==> config.mk <==
export PLATFORM = sky130hd
export DESIGN_NAME = exc_commit
export DESIGN_NICKNAME = d
export VERILOG_FILES = /design/src/rtl/exc_commit_pkg.sv /design/src/rtl/exc_commit_prio_enc.sv /design/src/rtl/exc_commit.sv
export SDC_FILE = /design/constraint.sdc
export NUM_CORES = 1
export LEC_CHECK = 0
export CAP_MARGIN = 5
export CORE_ASPECT_RATIO = 1.75
export CORE_UTILIZATION = 43
export CTS_CLUSTER_DIAMETER = 100
export CTS_CLUSTER_SIZE = 8
export DETAILED_ROUTE_END_ITERATION = 10
export PLACE_DENSITY = 0.86
export SETUP_SLACK_MARGIN = 0.15
export SLEW_MARGIN = 25
export SYNTH_ARGS = -nofsm -noshare
export SYNTH_HDL_FRONTEND = slang
export SYNTH_HIERARCHICAL = 1
export SYNTH_SLANG_ARGS = --single-unit
==> constraint.sdc <==
create_clock -name clk -period 4.75 [get_ports clk]
set_input_delay 0.475 -clock clk [delete_from_list [all_inputs] [get_ports clk]]
set_output_delay 0.475 -clock clk [all_outputs]
set_load 0.01 [all_outputs]
==> src/rtl/exc_commit_pkg.sv <==
// exc_commit_pkg: shared event bit indices, exception vector default and commit FSM encoding
package exc_commit_pkg;

    // Bit positions inside the one-hot exc_type vector {int, rine, rdae, ades, sys, bp, ri, ov}
    localparam int EXC_INT  = 7;
    localparam int EXC_RINE = 6;
    localparam int EXC_RDAE = 5;
    localparam int EXC_ADES = 4;
    localparam int EXC_SYS  = 3;
    localparam int EXC_BP   = 2;
    localparam int EXC_RI   = 1;
    localparam int EXC_OV   = 0;

    // General exception vector with BEV tied to 1
    localparam logic [31:0] EXC_ENTRY_DEFAULT = 32'hbfc00380;

    typedef enum logic {
        ST_RUN  = 1'b0,
        ST_HOLD = 1'b1
    } state_e;

endpackage

==> src/rtl/exc_commit_prio_enc.sv <==
// exc_prio_enc: raw exception/interrupt vector to single winning one-hot bit
module exc_prio_enc
    import exc_commit_pkg::*;
(
    input  logic [7:0] raw_i,
    output logic [7:0] onehot_o
);

    // Fixed priority: int > rine > ri > sys > bp > ov > rdae > ades
    always_comb begin
        onehot_o = '0;
        if (raw_i[EXC_INT])       onehot_o[EXC_INT]  = 1'b1;
        else if (raw_i[EXC_RINE]) onehot_o[EXC_RINE] = 1'b1;
        else if (raw_i[EXC_RI])   onehot_o[EXC_RI]   = 1'b1;
        else if (raw_i[EXC_SYS])  onehot_o[EXC_SYS]  = 1'b1;
        else if (raw_i[EXC_BP])   onehot_o[EXC_BP]   = 1'b1;
        else if (raw_i[EXC_OV])   onehot_o[EXC_OV]   = 1'b1;
        else if (raw_i[EXC_RDAE]) onehot_o[EXC_RDAE] = 1'b1;
        else if (raw_i[EXC_ADES]) onehot_o[EXC_ADES] = 1'b1;
    end

endmodule

==> src/rtl/exc_commit.sv <==
// exc_commit: write-back commit of exceptions, interrupts and ERET with flush and fetch redirect
module exc_commit
    import exc_commit_pkg::*;
#(
    parameter logic [31:0] EXC_ENTRY = EXC_ENTRY_DEFAULT
) (
    input  logic        clk,
    input  logic        rst,
    input  logic        in_valid,
    output logic        in_ready,
    input  logic [31:0] in_pc,
    input  logic        in_is_slot,
    input  logic [6:0]  in_exc,
    input  logic [31:0] in_badvaddr,
    input  logic        in_eret,
    input  logic        int_happen,
    input  logic [31:0] epc,
    output logic [7:0]  exc_type,
    output logic [31:0] exc_pc,
    output logic        exc_is_slot,
    output logic [31:0] exc_badvaddr,
    output logic        eret_out,
    output logic        retire_valid,
    output logic        flush,
    output logic        redirect_valid,
    output logic [31:0] redirect_pc,
    input  logic        redirect_ready
);

    state_e      state_q, state_d;
    logic [7:0]  ev;
    logic        accept, has_ev, redirect;
    logic [7:0]  exc_type_q, exc_type_d;
    logic        eret_q, eret_d, retire_q, retire_d;
    logic [31:0] exc_pc_q, exc_pc_d, exc_badvaddr_q, exc_badvaddr_d;
    logic        exc_is_slot_q, exc_is_slot_d;
    logic        flush_q, flush_d, redirect_valid_q, redirect_valid_d;
    logic [31:0] redirect_pc_q, redirect_pc_d;

    // Only RUN commits; anything accepted in HOLD is dropped, interrupt included
    assign accept   = (state_q == ST_RUN) && in_valid;
    assign has_ev   = |ev;
    assign redirect = accept && (has_ev || in_eret);

    exc_prio_enc u_prio (
        .raw_i    ({int_happen, in_exc}),
        .onehot_o (ev)
    );

    // State register
    always_ff @(posedge clk or posedge rst) begin
        if (rst) state_q <= ST_RUN;
        else     state_q <= state_d;
    end

    // Next state: enter HOLD on event/eret, leave once fetch takes the redirect
    always_comb begin
        state_d = (state_q == ST_RUN) ? (redirect ? ST_HOLD : ST_RUN)
                                      : ((redirect_valid_q && redirect_ready) ? ST_RUN : ST_HOLD);
    end

    // State-decoded outputs: commit never back-pressures (HOLD swallows input)
    always_comb begin
        in_ready = 1'b1;
    end

    // Next values of the registered commit/redirect outputs
    always_comb begin
        exc_type_d       = accept ? ev : 8'h00;
        eret_d           = accept && in_eret && !has_ev;
        retire_d         = accept && !has_ev && !in_eret;
        exc_pc_d         = (accept && has_ev) ? in_pc : exc_pc_q;
        exc_is_slot_d    = (accept && has_ev) ? in_is_slot : exc_is_slot_q;
        exc_badvaddr_d   = (accept && has_ev) ? in_badvaddr : exc_badvaddr_q;
        redirect_pc_d    = redirect ? (has_ev ? EXC_ENTRY : epc) : redirect_pc_q;
        flush_d          = (state_d == ST_HOLD);
        redirect_valid_d = (state_d == ST_HOLD);
    end

    // Output registers; async reset drops pulses and redirect at once
    always_ff @(posedge clk or posedge rst) begin
        if (rst) begin
            exc_type_q       <= '0;
            eret_q           <= 1'b0;
            retire_q         <= 1'b0;
            exc_pc_q         <= '0;
            exc_is_slot_q    <= 1'b0;
            exc_badvaddr_q   <= '0;
            redirect_pc_q    <= '0;
            flush_q          <= 1'b0;
            redirect_valid_q <= 1'b0;
        end else begin
            exc_type_q       <= exc_type_d;
            eret_q           <= eret_d;
            retire_q         <= retire_d;
            exc_pc_q         <= exc_pc_d;
            exc_is_slot_q    <= exc_is_slot_d;
            exc_badvaddr_q   <= exc_badvaddr_d;
            redirect_pc_q    <= redirect_pc_d;
            flush_q          <= flush_d;
            redirect_valid_q <= redirect_valid_d;
        end
    end

    assign exc_type       = exc_type_q;
    assign eret_out       = eret_q;
    assign retire_valid   = retire_q;
    assign exc_pc         = exc_pc_q;
    assign exc_is_slot    = exc_is_slot_q;
    assign exc_badvaddr   = exc_badvaddr_q;
    assign redirect_pc    = redirect_pc_q;
    assign flush          = flush_q;
    assign redirect_valid = redirect_valid_q;

endmodule

==> key figures <==
Place
  – # port buffers: 218
  – Post-Place Cells: 598
  – Pre-CTS setup slack: 1.22 ns
  – GP Congestion: 0.769
  – Hpwl dp: 8180 µm

Timing
  – Final min period: 3.20 ns
  – Worst Tran Pin Value: 0.999 ns
  – Max-slew headroom: 33.4%
  – Period utilisation layout: 67.5%
  – Fmax achieved: 0.312 GHz
  – Setup TNS: 0 ns
  – Worst setup margin: 1.55 ns
  – RSZ-0062 raised after global routing: false
  – Final Hold Fails: 0
  – Final Skew: 0.00437 ns
  – Max Slew Vio Count: 0
  – Final setup vio count: 0

Synth
  – Top_reg_cell synth: dfrtp_1
  – Synth Register Bits: 108
  – Synth Area per Inst: 15.4 µm²
  – Number of synthesized flops with an enable pin: 0
  – Synthesized Nets: 382
  – Post-Syn Area: 4200 µm²
  – Synthesis Warnings: 6
  – Sequential area share after synthesis: 64.3%
  – Distinct cells, synth: 34
  – Syn Inst Count: 272
  – Ys async rst share: 100%

Critical path
  – Worst EP arrival: 3.42 ns
  – Reg2reg end: exc_badvaddr[4]$_DFFE_PP0P_
  – Reg-to-Reg Start: redirect_valid$_DFF_PP0_
  – R2R depth: 4
  – Crit-path cells: clkdlybuf4s50_1 > or4_4 > nor4b_4 > nor4_1 > a21oi_4 > buf_12 > mux2_2
  – Flop2flop setup slack: 2.61 ns
  – CP endpoint kind: flip-flop
  – Crit Path Max Fanout: 45
  – Worst endpoint required time: 4.96 ns
  – Startpoint types: input pin
  – Buf+Inv Stages, Crit Path: 2
  – Crit-path max cell delay: 0.64 ns
  – CP Class: input pin to flip-flop
  – CP top delay family: simple AND/OR/NAND/NOR gates
  – CP max-delay cell: a21oi_4

Finish
  – N_diodes: 0
  – Layout Nets: 597
  – Layout area overhead: 60.1%
  – Multi-input logic area: 1360 µm²
  – Share of layout cells above drive strength 1: 23.7%
  – Fin cells: 612
  – Register Area: 2700 µm²
  – # fillers: 663

Clock tree
  – Root buffer cell: clkbuf_16
  – H-tree Lvls: 3
  – Clock sink total: 108
  – Total CTS buffers: 9
  – Longest Clk Path Bufs: 2
  – Hold_buf cts: 0
  – CTS resizes: 0
  – Clk pin slew, worst setup/hold paths: 0.06 ns
  – CTS tree: done
  – Setup Buffers After CTS: 0
  – Worst-Skew Late Latency: 0.34 ns

Run
  – Max Cap Violations: 0

Hold path
  – Hold crit path type: flip-flop to flip-flop
  – Hold_sp: redirect_pc[23]$_DFFE_PP0P_
  – Hold Path Depth: 1
  – WHS Endpoint: redirect_pc[23]$_DFFE_PP0P_

Die
  – Die width: 76.7 µm
  – Core Region: 9470 µm²
  – Total I/O pin count: 220
  – Rows: 47
  – Die Span Y: 133 µm
  – Starting Density: 44.4%
  – Die Footprint: 10200 µm²

GRT
  – GRT overflow: 0
  – GRT Resource Usage Total: 22.5%
  – First-pass GRT wire length: 17500 µm
  – Initial antenna violation count: 0
  – Largest net degree at the start of global routing: 83
  – Vias in the first global route: 3446

Drt
  – DRC violations left: 0
  – Initial DRC count: 85
  – Routed WL per cell: 17.8 µm
  – Total detailed-routing wirelength: 10900 µm
  – First-pass DRT Iterations: 4
  – Drt via density: 5.05
  – Post-route ant nets: 0
  – Via Count: 3091

Outcome
  – Run status: finished, final reports clean

Power
  – Total leakage power: 2.79 nW
  – PD cells: 420 nW/µm²
  – Worst VDD drop: 0.000290 V
## state kept, by name, summed over array words and instances (netlist names)
register and count:
exc_badvaddr 32, redirect_pc 32, redirect_valid 1, exc_is_slot 1, exc_type 8, retire_valid 1
eret_out 1, exc_pc 32
## cells in the mapped netlist (2+ instances only)
master	count	area, µm²
a22o_2	18	180
nand2_1	14	52.6
nor4_1	3	18.8
nand3_1	8	40.0
buf_2	3	15.0
buf_4	5	37.5
mux2_2	65	732
dfrtp_1	108	2700
a22o_1	2	17.5
o22a_2	5	50.1
inv_1	3	11.3
and2_1	7	43.8
nand2b_1	2	12.5
buf_6	7	78.8
or4_4	3	33.8
## stage by stage
stage               utilization [%]  hold slack (ns)  cell area, µm²  power (W)
CTS                            71.0            0.502            6720    0.00286
global placement               68.0            0.474            6440    0.00210
finish                         71.0            0.498            6730    0.00283
floorplan                         -            0.532            4200    0.00158
detailed placement             68.0            0.480            6440    0.00214
global route                   71.0            0.517            6730    0.00295
## power by group
part	total (W)	internal, W	switching, W
combinational	0.000895	0.000569	0.000325
clock	0.000717	0.000403	0.000314
sequential	0.00121	0.00111	0.000101
total	0.00283	0.00209	0.000741
## worst max path at each step
| stage | start | end | slack (ns) | cells after the start |
|---|---|---|---|---|
| floorplan | rst | eret_out$_DFF_PP0_ | 1.43 | 1 |
| global placement | int_happen | exc_pc[8]$_DFFE_PP0P_ | 1.29 | 7 |
| detailed placement | int_happen | exc_pc[8]$_DFFE_PP0P_ | 1.22 | 7 |
| CTS | int_happen | exc_badvaddr[4]$_DFFE_PP0P_ | 1.55 | 7 |
| global route | int_happen | exc_badvaddr[4]$_DFFE_PP0P_ | 1.38 | 7 |
| finish | int_happen | exc_badvaddr[4]$_DFFE_PP0P_ | 1.55 | 7 |
## routing by layer
metal | vias to the layer above | track usage [%] | routed length [µm] | share of wire, %
met1 | 1538 | 22.5 | 3750 | 34
met4 | 0 | 9.29 | 256 | 2.4
li1 | 1397 | - | - | -
met3 | 18 | 6.69 | 775 | 7.1
met5 | - | 0 | 0 | 0
met2 | 138 | 42.1 | 6100 | 56
## logic make-up (layout without fill, tap and decap cells)
logic type             Yosys count  after routing  synth area share [%]
buffers and inverters           20            238                  3.57
multiplexers                    65             65                  17.4
other                            1              1                0.0893
flip-flops                     108            108                  64.3
AO/OA/AOI/OAI                   30             30                  7.00
AND/OR/NAND/NOR                 48             48                  7.57
## worst register-to-register path, stage by stage, from the launching register on
cell and delay [ns]:
dfrtp_1 0.46, nand2b_1 0.23, a21oi_4 0.60, buf_12 0.35
mux2_2 0.39
## placed cells by master, fill, tap and decap left out, types with 2 or more instances in the layout
cell type / netlist / routed
a22o_1: 2 / 2
a22o_2: 18 / 18
and2_1: 7 / 7
clkbuf_16: 0 / 9
clkdlybuf4s50_1: 0 / 218
clkinvlp_4: 0 / 3
dfrtp_1: 108 / 108
inv_1: 3 / 2
mux2_2: 65 / 65
nand2_1: 14 / 14
nand2b_1: 2 / 2
nand3_1: 8 / 8
nor4_1: 3 / 3
o22a_2: 5 / 5
or4_4: 3 / 3
## final cells by class
type | instances | area share [%]
repair buffers | 220 | 32.9
well taps | 122 | 2.27
inverters | 4 | 0.298
clock inverters | 4 | 0.781
multi-input cells | 144 | 20.2
flip-flops and latches | 108 | 40.2
clock buffers | 10 | 3.40
(Power assumes the default switching activity.)
